**src/rtl/ter_addr_seq_pkg.sv**
```systemverilog
// Shared constants for the TER interleaver RAM sequencer: link-length table and FSM state types.
package ter_pkg;

    localparam int unsigned LEN_W  = 13;
    localparam int unsigned ADDR_W = 16;
    localparam int unsigned N_LINK = 9;

    // Supported block lengths and their base offsets in the interleaver RAM
    localparam logic [LEN_W-1:0] LINK_LEN [N_LINK] = '{
        13'h01B0, 13'h03CC, 13'h0510, 13'h0380, 13'h07E0,
        13'h0A80, 13'h0750, 13'h0FC0, 13'h15F0
    };
    localparam logic [ADDR_W-1:0] LINK_OFS [N_LINK] = '{
        16'h0000, 16'h01B6, 16'h0588, 16'h0A9E, 16'h0E24,
        16'h160A, 16'h2090, 16'h27E6, 16'h37AC
    };

    typedef enum logic {
        W_IDLE = 1'b0,
        W_FILL = 1'b1
    } wr_state_e;

    typedef enum logic {
        R_IDLE = 1'b0,
        R_READ = 1'b1
    } rd_state_e;

endpackage

```
**src/rtl/ter_len_lut.sv**
```systemverilog
// Combinational block-length to RAM base-offset lookup; o_hit_c low for unsupported lengths.
module ter_len_lut #(
    parameter int unsigned LEN_W  = ter_pkg::LEN_W,
    parameter int unsigned ADDR_W = ter_pkg::ADDR_W,
    parameter int unsigned N_LINK = ter_pkg::N_LINK
) (
    input  logic [LEN_W-1:0]  i_len,
    output logic              o_hit_c,
    output logic [ADDR_W-1:0] o_ofs_c
);

    import ter_pkg::*;

    always_comb begin
        o_hit_c = 1'b0;
        o_ofs_c = '0;
        for (int i = 0; i < N_LINK; i++) begin
            if (i_len == LEN_W'(LINK_LEN[i])) begin
                o_hit_c = 1'b1;
                o_ofs_c = ADDR_W'(LINK_OFS[i]);
            end
        end
    end

endmodule

```
**src/rtl/ter_addr_seq.sv**
```systemverilog
// TER interleaver RAM address/enable sequencer with ping-pong banking:
// the write side fills one bank while the read side drains the previous one.
module ter_addr_seq #(
    parameter  int unsigned ADDR_W = ter_pkg::ADDR_W,
    parameter  int unsigned LEN_W  = ter_pkg::LEN_W,
    parameter  int unsigned N_LINK = ter_pkg::N_LINK,
    parameter  int unsigned N_BANK = 2,
    localparam int unsigned BANK_W = (N_BANK > 1) ? $clog2(N_BANK) : 1
) (
    input  logic              clk,
    input  logic              n_rst,
    input  logic              flush,
    input  logic              din_vld,
    output logic              din_rdy,
    input  logic [LEN_W-1:0]  m_len,
    input  logic              request,
    output logic              req_rdy,
    output logic              wen,
    output logic [ADDR_W-1:0] wr_addr,
    output logic [BANK_W-1:0] wr_bank,
    output logic              rd_en,
    output logic [ADDR_W-1:0] rd_addr,
    output logic [BANK_W-1:0] rd_bank,
    output logic              dout_vld,
    output logic [ADDR_W-1:0] id_offset,
    output logic              len_err,
    output logic              busy
);

    import ter_pkg::*;

    localparam int unsigned CNT_W = LEN_W + 1;

    function automatic logic [BANK_W-1:0] f_next_bank(input logic [BANK_W-1:0] p);
        return (p == BANK_W'(N_BANK - 1)) ? '0 : p + BANK_W'(1);
    endfunction

    function automatic logic [CNT_W-1:0] f_last(input logic [LEN_W-1:0] len);
        return CNT_W'(len) - CNT_W'(1);
    endfunction

    wr_state_e         r_wst,     w_wst_nxt;
    rd_state_e         r_rdst,    w_rdst_nxt;
    logic [BANK_W-1:0] r_wr_ptr,  w_wr_ptr_nxt;
    logic [BANK_W-1:0] r_rd_ptr,  w_rd_ptr_nxt;
    logic [N_BANK-1:0] r_full,    w_full_nxt, w_full_set, w_full_clr;
    logic [LEN_W-1:0]  r_len      [N_BANK];
    logic [LEN_W-1:0]  w_len_nxt  [N_BANK];
    logic [ADDR_W-1:0] r_ofs      [N_BANK];
    logic [ADDR_W-1:0] w_ofs_nxt  [N_BANK];
    logic [CNT_W-1:0]  r_wcnt,    w_wcnt_nxt;
    logic [CNT_W-1:0]  r_rcnt,    w_rcnt_nxt;
    logic [CNT_W-1:0]  w_rd_j;

    logic              r_wen,     w_wen_nxt;
    logic [ADDR_W-1:0] r_wr_addr, w_wr_addr_nxt;
    logic [BANK_W-1:0] r_wr_bank, w_wr_bank_nxt;
    logic              r_rd_en,   w_rd_en_nxt;
    logic [ADDR_W-1:0] r_rd_addr, w_rd_addr_nxt;
    logic [BANK_W-1:0] r_rd_bank, w_rd_bank_nxt;
    logic              r_dout_vld, w_dout_vld_nxt;
    logic              r_len_err, w_len_err_nxt;
    logic              r_din_rdy, w_din_rdy_nxt;
    logic              r_req_rdy, w_req_rdy_nxt;
    logic [ADDR_W-1:0] r_id_ofs,  w_id_ofs_nxt;
    logic              r_busy,    w_busy_nxt;

    logic              w_hit;
    logic [ADDR_W-1:0] w_lut_ofs;

    ter_len_lut #(
        .LEN_W  (LEN_W),
        .ADDR_W (ADDR_W),
        .N_LINK (N_LINK)
    ) u_len_lut (
        .i_len   (m_len),
        .o_hit_c (w_hit),
        .o_ofs_c (w_lut_ofs)
    );

    // Write FSM: m_len is only sampled on the first beat of a block
    always_comb begin
        w_wst_nxt     = r_wst;
        w_wr_ptr_nxt  = r_wr_ptr;
        w_wcnt_nxt    = r_wcnt;
        w_len_nxt     = r_len;
        w_ofs_nxt     = r_ofs;
        w_full_set    = '0;
        w_wen_nxt     = 1'b0;
        w_wr_addr_nxt = r_wr_addr;
        w_wr_bank_nxt = r_wr_bank;
        w_len_err_nxt = 1'b0;
        if (flush) begin
            w_wst_nxt     = W_IDLE;
            w_wr_ptr_nxt  = '0;
            w_wcnt_nxt    = '0;
            w_wr_addr_nxt = '0;
            w_wr_bank_nxt = '0;
        end else begin
            case (r_wst)
                W_IDLE: begin
                    if (din_vld && !w_hit) begin
                        w_len_err_nxt = 1'b1;
                    end else if (din_vld && r_din_rdy) begin
                        w_len_nxt[r_wr_ptr] = m_len;
                        w_ofs_nxt[r_wr_ptr] = w_lut_ofs;
                        w_wen_nxt           = 1'b1;
                        w_wr_addr_nxt       = w_lut_ofs;
                        w_wr_bank_nxt       = r_wr_ptr;
                        if (m_len == LEN_W'(1)) begin
                            w_full_set[r_wr_ptr] = 1'b1;
                            w_wr_ptr_nxt         = f_next_bank(r_wr_ptr);
                        end else begin
                            w_wcnt_nxt = CNT_W'(1);
                            w_wst_nxt  = W_FILL;
                        end
                    end
                end
                W_FILL: begin
                    if (din_vld) begin
                        w_wen_nxt     = 1'b1;
                        w_wr_addr_nxt = r_ofs[r_wr_ptr] + ADDR_W'(r_wcnt);
                        w_wr_bank_nxt = r_wr_ptr;
                        if (r_wcnt == f_last(r_len[r_wr_ptr])) begin
                            w_full_set[r_wr_ptr] = 1'b1;
                            w_wr_ptr_nxt         = f_next_bank(r_wr_ptr);
                            w_wcnt_nxt           = '0;
                            w_wst_nxt            = W_IDLE;
                        end else begin
                            w_wcnt_nxt = r_wcnt + CNT_W'(1);
                        end
                    end
                end
                default: w_wst_nxt = W_IDLE;
            endcase
        end
    end

    assign w_rd_j = (r_rdst == R_IDLE) ? '0 : r_rcnt;

    // Read FSM: one RAM read per accepted request, bank released on its last beat
    always_comb begin
        w_rdst_nxt    = r_rdst;
        w_rd_ptr_nxt  = r_rd_ptr;
        w_rcnt_nxt    = r_rcnt;
        w_full_clr    = '0;
        w_rd_en_nxt   = 1'b0;
        w_rd_addr_nxt = r_rd_addr;
        w_rd_bank_nxt = r_rd_bank;
        if (flush) begin
            w_rdst_nxt    = R_IDLE;
            w_rd_ptr_nxt  = '0;
            w_rcnt_nxt    = '0;
            w_rd_addr_nxt = '0;
            w_rd_bank_nxt = '0;
        end else if (request && r_req_rdy) begin
            w_rd_en_nxt   = 1'b1;
            w_rd_addr_nxt = r_ofs[r_rd_ptr] + ADDR_W'(w_rd_j);
            w_rd_bank_nxt = r_rd_ptr;
            if (w_rd_j == f_last(r_len[r_rd_ptr])) begin
                w_full_clr[r_rd_ptr] = 1'b1;
                w_rd_ptr_nxt         = f_next_bank(r_rd_ptr);
                w_rcnt_nxt           = '0;
                w_rdst_nxt           = R_IDLE;
            end else begin
                w_rcnt_nxt = w_rd_j + CNT_W'(1);
                w_rdst_nxt = R_READ;
            end
        end
    end

    // Status outputs are registered from next-state so they line up with the handshakes
    always_comb begin
        w_full_nxt     = flush ? '0 : ((r_full & ~w_full_clr) | w_full_set);
        w_din_rdy_nxt  = !flush && ((w_wst_nxt == W_FILL) || !w_full_nxt[w_wr_ptr_nxt]);
        w_req_rdy_nxt  = w_full_nxt[w_rd_ptr_nxt];
        w_id_ofs_nxt   = w_full_nxt[w_rd_ptr_nxt] ? w_ofs_nxt[w_rd_ptr_nxt] : '0;
        w_busy_nxt     = (|w_full_nxt) || (w_wst_nxt == W_FILL);
        w_dout_vld_nxt = !flush && r_rd_en;
    end

    always_ff @(posedge clk or negedge n_rst) begin
        if (!n_rst) begin
            r_wst      <= W_IDLE;
            r_rdst     <= R_IDLE;
            r_wr_ptr   <= '0;
            r_rd_ptr   <= '0;
            r_full     <= '0;
            r_wcnt     <= '0;
            r_rcnt     <= '0;
            r_wen      <= 1'b0;
            r_wr_addr  <= '0;
            r_wr_bank  <= '0;
            r_rd_en    <= 1'b0;
            r_rd_addr  <= '0;
            r_rd_bank  <= '0;
            r_dout_vld <= 1'b0;
            r_len_err  <= 1'b0;
            r_din_rdy  <= 1'b0;
            r_req_rdy  <= 1'b0;
            r_id_ofs   <= '0;
            r_busy     <= 1'b0;
        end else begin
            r_wst      <= w_wst_nxt;
            r_rdst     <= w_rdst_nxt;
            r_wr_ptr   <= w_wr_ptr_nxt;
            r_rd_ptr   <= w_rd_ptr_nxt;
            r_full     <= w_full_nxt;
            r_wcnt     <= w_wcnt_nxt;
            r_rcnt     <= w_rcnt_nxt;
            r_wen      <= w_wen_nxt;
            r_wr_addr  <= w_wr_addr_nxt;
            r_wr_bank  <= w_wr_bank_nxt;
            r_rd_en    <= w_rd_en_nxt;
            r_rd_addr  <= w_rd_addr_nxt;
            r_rd_bank  <= w_rd_bank_nxt;
            r_dout_vld <= w_dout_vld_nxt;
            r_len_err  <= w_len_err_nxt;
            r_din_rdy  <= w_din_rdy_nxt;
            r_req_rdy  <= w_req_rdy_nxt;
            r_id_ofs   <= w_id_ofs_nxt;
            r_busy     <= w_busy_nxt;
        end
    end

    // Per-bank block descriptors are only consulted while the bank is owned
    always_ff @(posedge clk) begin
        r_len <= w_len_nxt;
        r_ofs <= w_ofs_nxt;
    end

    assign din_rdy   = r_din_rdy;
    assign req_rdy   = r_req_rdy;
    assign wen       = r_wen;
    assign wr_addr   = r_wr_addr;
    assign wr_bank   = r_wr_bank;
    assign rd_en     = r_rd_en;
    assign rd_addr   = r_rd_addr;
    assign rd_bank   = r_rd_bank;
    assign dout_vld  = r_dout_vld;
    assign id_offset = r_id_ofs;
    assign len_err   = r_len_err;
    assign busy      = r_busy;

endmodule

```
**config.mk**
```make
export PLATFORM = sky130hd
export DESIGN_NAME = ter_addr_seq
export DESIGN_NICKNAME = d
export VERILOG_FILES = /design/src/rtl/ter_addr_seq_pkg.sv /design/src/rtl/ter_len_lut.sv /design/src/rtl/ter_addr_seq.sv
export SDC_FILE = /design/constraint.sdc
export NUM_CORES = 1
export LEC_CHECK = 0
export CAP_MARGIN = 20
export CORE_MARGIN = 1
export CORE_UTILIZATION = 45
export CTS_CLUSTER_SIZE = 12
export DETAILED_ROUTE_END_ITERATION = 8
export GPL_TIMING_DRIVEN = 0
export MAX_ROUTING_LAYER = met4
export PLACE_DENSITY = 0.66
export SLEW_MARGIN = 20
export SYNTH_ARGS = -nofsm -noshare
export SYNTH_HDL_FRONTEND = slang
export SYNTH_SLANG_ARGS = --single-unit
```
**constraint.sdc**
```tcl
create_clock -name clk -period 7.03 [get_ports clk]
set_input_delay 0.703 -clock clk [delete_from_list [all_inputs] [get_ports clk]]
set_output_delay 0.703 -clock clk [all_outputs]
set_load 0.05 [all_outputs]
```
# Word level (Yosys, flattened, before mapping)

Index checks and enable logic that the tools add are counted.

Equality and inequality tests: 16
Bitwise operators: 9
Multiplexer cells: 119
Order comparisons: 10
Reduce and logical (&&, ||, !) cells: 18
Add/sub/neg operators: 8

Operators with widths:

| cell                                               | count |
|---|---|
| 2-to-1 mux 16 bit                                  | 17 |
| 2-to-1 mux 14 bit                                  | 13 |
| 2-to-1 mux 32 bit                                  | 4 |
| 2-to-1 mux 13 bit                                  | 8 |
| 2-to-1 mux 1 bit                                   | 50 |
| == test 13 x 11 -> 1 bit, second input constant    | 3 |
| adder 16 x 14 -> 16 bit                            | 2 |
| bitwise mux 32 bit                                 | 1 |
| case mux 16 bit (2 select lines)                   | 1 |
| adder 14 x 1 -> 14 bit, second input constant      | 2 |
| == test 14 bit                                     | 2 |
| case mux 14 bit (2 select lines)                   | 1 |
| subtractor 13 x 1 -> 14 bit, second input constant | 2 |
| bitwise mux 26 bit                                 | 1 |
| == test 13 x 10 -> 1 bit, second input constant    | 2 |
| == test 13 x 12 -> 1 bit, second input constant    | 2 |
| 2-to-1 mux 12 bit                                  | 2 |
| 2-to-1 mux 2 bit                                   | 10 |
| demux 16 bit (select 1 bit)                        | 1 |
| demux 13 bit (select 1 bit)                        | 1 |
| == test 13 x 1 -> 1 bit, second input constant     | 1 |
| == test 13 bit, second input constant              | 1 |
| == test 13 x 9 -> 1 bit, second input constant     | 1 |
| != test 3 bit, second input constant               | 4 |
| other kinds (22)                                   | 48 |

Input port bits: 18
Bits in registers: 149

# Longest topological paths before layout

Gate-level depths: netlist of the first run.

Word-level depth: 22
Depth in mapped cells: 21

# By module

Synthesis of the first run repeated with hierarchy kept, for this count alone.

Cell total of the unflattened synthesis: 964
Area total of the unflattened synthesis: 9,376.5 um^2

By module, submodules not included:

| module       | seq. area each (um^2) | cells each | instances | area each (um^2) |
|---|---|---|---|---|
| ter_addr_seq | 3,698.5               | 899        | 1         | 8,966.1 |
| ter_len_lut  | 0.0                   | 65         | 1         | 410.4 |

# Least setup slack after synthesis of the first run

No wires, ideal clock.

Path kind: flip-flop to flip-flop
Start: register r_rd_ptr
End: register r_id_ofs[10], in the netlist id_offset[10]
Setup slack: 2.113 ns
Arrival: 4.817 ns
Buffers on the path: 6
Cell stages (with the launch flop): 20
Library setup time: 0.099 ns
Cell sequence: dfrtp_1 -> buf_2 -> buf_2 -> buf_1 -> buf_1 -> mux2i_1 -> ha_1 -> nor4b_2 -> o21a_1 -> xnor2_1 -> a211o_1 -> a2111oi_0 -> and4_1 -> ha_1 -> o21a_1 -> clkbuf_1 -> inv_1 -> clkbuf_1 -> o32ai_1 -> a311oi_1

Cells in the longest elaborated chain, start to end: 16
Elaborated cells on any way between the ends: 30
Those cells by class: 2 x add/sub; 2 x order compare; 1 x eq/ne; 19 x mux; 5 x bitwise; 1 x reduce/logical

Ends and longest elaborated chain:

| what                                                 | RTL line            | text |
|---|---|---|
| start: declaration                                   | ter_addr_seq.sv:45  | `logic [BANK_W-1:0] r_rd_ptr, w_rd_ptr_nxt;` |
| start signal: assignment                             | ter_addr_seq.sv:207 | `r_rd_ptr <= w_rd_ptr_nxt;` |
| inverter 1 -> 2 bit (implied by the code)            | ter_addr_seq.sv:160 | `if (w_rd_j == f_last(r_len[r_rd_ptr])) begin` |
| 2-to-1 mux 13 bit (implied by the code) (3 in a row) | ter_addr_seq.sv:160 |  |
| subtractor 13 x 1 -> 14 bit                          | ter_addr_seq.sv:39  | `return CNT_W'(len) - CNT_W'(1);` |
| == test 14 bit                                       | ter_addr_seq.sv:160 |  |
| 2-to-1 mux 2 bit                                     | ter_addr_seq.sv:160 |  |
| 2-to-1 mux 2 bit                                     | ter_addr_seq.sv:156 | `end else if (request && r_req_rdy) begin` |
| 2-to-1 mux 2 bit                                     | ter_addr_seq.sv:150 | `if (flush) begin` |
| inverter 2 bit                                       | ter_addr_seq.sv:174 | `w_full_nxt = flush ? '0 : ((r_full & ~w_full_clr) \| w_full_set);` |
| bitwise AND 2 bit                                    | ter_addr_seq.sv:174 |  |
| bitwise OR 2 bit                                     | ter_addr_seq.sv:174 |  |
| 2-to-1 mux 2 bit                                     | ter_addr_seq.sv:174 |  |
| 2-to-1 mux 1 bit (implied by the code) (2 in a row)  | ter_addr_seq.sv:177 | `w_id_ofs_nxt = w_full_nxt[w_rd_ptr_nxt] ? w_ofs_nxt[w_rd_ptr_nxt] : '0;` |
| 2-to-1 mux 16 bit (*)                                | ter_addr_seq.sv:177 |  |
| named net w_id_ofs_nxt[10]                           | ter_addr_seq.sv:65  | `logic [ADDR_W-1:0] r_id_ofs, w_id_ofs_nxt;` |
| end signal: assignment                               | ter_addr_seq.sv:221 | `r_id_ofs <= w_id_ofs_nxt;` |
| end: declaration                                     | ter_addr_seq.sv:65  |  |

Mark *: on every way through the listed nets, which the timed path passes. The rest lies on a longest branch. The select of a mux whose other input is x is not followed.
A chain may end at the register's enable or synchronous reset.

# Final worst setup path of the first run

Start: register r_rd_ptr
End: register r_id_ofs[4], in the netlist id_offset[4]

Same word-level chain as after synthesis.

==> impl_metrics.csv, run 1 <==
group,metric,value,unit
job,max_cap_violations,0,
synth,ys_seq_elements,149,
synth,syn_area,9545,sq um
sta,fin_setup_tns,0,ps
global_route,use_met2,41.42,%
global_route,antenna_found_initial,0,
synth,ys_warn_count,0,
detailed_routing,drc_errors,0,
clock_tree,cts_buffers,17,
synth,synth_top_area_cell,"dfrtp_1",
sta,fin_crit_sh,93.85,%
floorplanning,die_h,147.6,um
detailed_routing,drt-pass1-iter-count,5,
worst_hold_path,hp-class,"input pin to async pin",
synth,synth_seq_area_share,38.75,%
global_route,grt_pass1_vias,7995,
detailed_routing,drtAntennaViolNets,0,
detailed_routing,drt-total-wl,28590,um
setup_path,crit_slowest_cell,"buf_1",
global_route,grtUsageMet3,6.481,%
power_and_ir_drop,p_leak,4.560,nW
global_route,gr-total-overflow,0,
sta,finalHoldViolations,0,
layout,syn2layout_area_growth,17.60,%
power_and_ir_drop,peakVddDrop,0.1563,mV
global_route,grt_util_met1,37.16,%
global_route,grt_max_degree,61,
synth,synth_edf_count,26,
clock_tree,h-tree-depth,4,
sta,fin_ws,432.2,ps
sta,slew_viol_final,0,
setup_path,crit_required,7330,ps
placed_design,io_buffer_count,72,
synth,syn_area_per_cell,9.367,sq um
floorplanning,fp.dieW,147.6,um
setup_path,critPathMaxStageDelay,620,ps
clock_tree,cts_resized,0,
placed_design,dpl.hpwl,21190,um
clock_tree,clk_pin_slew,70,ps
floorplanning,rows,52,
layout,final_common_cell,"nand2_1",
layout,antenna_cells,0,
layout,nNetsFinal,1169,
global_route,busiest_layer,"met2",
layout,fin_cells,1394,
synth,synthCells,1019,
setup_path,start_kind,"flop",
sta,fmax,151.6,MHz
clock_tree,cts-root-buf,"clkbuf_16",
power_and_ir_drop,p_per_area,165.8,nW/um^2
placed_design,pre_cts_ws,684.6,ps
sta,worstMarginPinSlew,990.1,ps
synth,synthArstFlopShare,61.07,%
setup_path,cp_cell_sequence,"buf_2 -> buf_2 -> buf_1 -> buf_1 -> mux2i_1 -> ha_1 -> nor4b_2 -> o21a_1 -> xnor2_1 -> a211o_1 -> a2111oi_0 -> and4_1 -> ha_1 -> o21a_1 -> clkbuf_1 -> inv_1 -> clkbuf_1 -> o32ai_1 -> a311oi_1",
detailed_routing,wl_per_cell,20.51,um
synth,synth_compound_area_share,17.39,%
setup_path,r2r_cells,19,
layout,drive_gt1_share,10.94,%
synth,synthAdderAreaFrac,5.400,%
detailed_routing,vias,8426,
clock_tree,cts_sinks,149,
synth,synthMuxAreaShare,8.808,%
floorplanning,die_area,21800,sq um
sta,setup_viol,0,
placed_design,dp.cells,1362,
synth,synth_top_family_by_area,"simple AND/OR/NAND/NOR gates",
placed_design,gp_congestion,0.9539,
detailed_routing,viasPerCell,6.044,
sta,whs,145.9,ps
synth,synth-simple-area-share,19.85,%
clock_tree,post_cts_buffers,0,
sta,max-slew-margin-rel,33.49,%
setup_path,path_class,"flop to flop",
synth,synthDistinctLibCells,86,
detailed_routing,drt_iter0_drc,799,
power_and_ir_drop,p_total,1.862,mW
synth,synth_xor_area_share,6.148,%
synth,syn-num-nets,1077,
global_route,grt_usage,27.81,%
synth,yosys.area.top_type_share,23.86,%
setup_path,cp-end-kind,"flop",
sta,period_needed,6598,ps
global_route,grt_first_pass_wirelength,44570,um
synth,synthTopCellsByArea,"dfrtp_1, edfxtp_1, dfxtp_1",
sta,fin_skew,9.821,ps
setup_path,critical_path_arrival,6900,ps
clock_tree,max-clock-path-buffers,2,
sta,rsz0062_at_grt,"false",
synth,ys.flop_type,"dfrtp_1",
status,status,"finished, final reports clean",
clock_tree,cts_tree,"done",
floorplanning,start_util,46.58,%
clock_tree,cts_hold_buf,0,
layout,layout_common_cells,"nand2_1, dfrtp_1, clkdlybuf4s50_1",
clock_tree,clk_latency,430,ps
floorplanning,io_pins,75,
floorplanning,coreArea,20490,sq um
setup_path,cp_max_fo,10,
==> kinds of logic (layout without fill, tap and decap cells) <==
family	after synthesis	count (layout)
adders and majority gates	40	40
buffers and inverters	76	181
xor gates and xnor gates	67	67
DFF	149	149
AOI/OAI and AO/OA	243	243
and+or+nand+nor	367	367
muxes	77	77
==> routing by layer <==
layer / wire length [um] / part of all wire [%] / vias up
met1: 12810 / 45 / 4142
met2: 12930 / 45 / 282
met5: 0 / 0 / -
met3: 1965 / 6.9 / 49
met4: 883 / 3.1 / 0
li1: - / - / 3953
==> critical path, delay by kind of cell, from the launching register on <==
| kind | cells | cell delay (ps) |
|---|---|---|
| flip-flops | 1 | 450 |
| multiplexers | 1 | 270 |
| XOR/XNOR | 1 | 90 |
| AO/OA/AOI/OAI | 6 | 1660 |
| adder cells (fa/ha/maj) | 2 | 520 |
| AND/OR/NAND/NOR | 2 | 740 |
| buffers and inverters | 7 | 2700 |
==> synthesized netlist by cell type (all sizes together), types with 4 or more instances <==
master,count
nand2,110
dfrtp,91
o21ai,70
nor2,59
nand3,48
nor3,46
a21oi,45
mux2,44
xnor2,41
ha,38
inv,34
mux2i,33
dfxtp,32
edfxtp,26
xor2,26
clkbuf,22
and2,19
and3,19
buf,18
a31oi,14
o31ai,14
a22o,12
o21a,10
a32o,9
nor4,9
or4,9
a21o,8
nand4,8
a211o,7
nor3b,7
a211oi,6
or2,6
a32oi,5
o211ai,5
nor4bb,4
==> through the flow <==
stage	instance area (sq um)	util, %
6_report	11230	54.77
3_5_place_dp	10630	51.88
3_3_place_gp	10600	51.74
5_1_grt	11230	54.77
2_1_floorplan	9545	-
4_1_cts	11230	54.77
==> layout make-up <==
cell class / count / area (sq um)
fillers: 1870 / 9269
flip-flops and latches: 149 / 3699
repair buffers: 73 / 749.5
plain buffers: 40 / 212.7
multi-input cells: 794 / 5498
inverters: 36 / 136.4
clock inverters: 11 / 110.1
clock buffers: 21 / 483.0
well taps: 270 / 337.8
==> where the power goes <==
part / switching (mW) / internal (mW) / total (mW)
combinational: 0.0378 / 0.0175 / 0.0553
clock: 0.394 / 0.536 / 0.930
sequential: 0.000597 / 0.876 / 0.876
==> registers in the layout, summed over array words and instances, names as in the netlist, 2 cells and up <==
| name | flops |
|---|---|
| id_offset | 16 |
| r_rcnt | 14 |
| r_len | 26 |
| wr_addr | 16 |
| rd_addr | 16 |
| r_ofs | 32 |
| r_wcnt | 14 |
| r_full | 2 |
==> worst paths after layout <==
kind                                  from            to  slack, ps
min in group clk                rd_addr[2]    rd_addr[2]        480
max in group asynchronous            n_rst     r_rcnt[7]       6270
worst max register to register    r_rd_ptr  id_offset[4]        430
worst min-delay path                 n_rst   wr_addr[14]        150
worst max-delay path              r_rd_ptr  id_offset[4]        430
worst min register to register  rd_addr[2]    rd_addr[2]        480
(Power assumes the default switching activity.)
==> run 2: changes to the inputs <==
CTS_CLUSTER_SIZE = 24   (was 12)
==> results of run 2 <==
No change in the layout: final DEF, timing and power equal those of run 1.
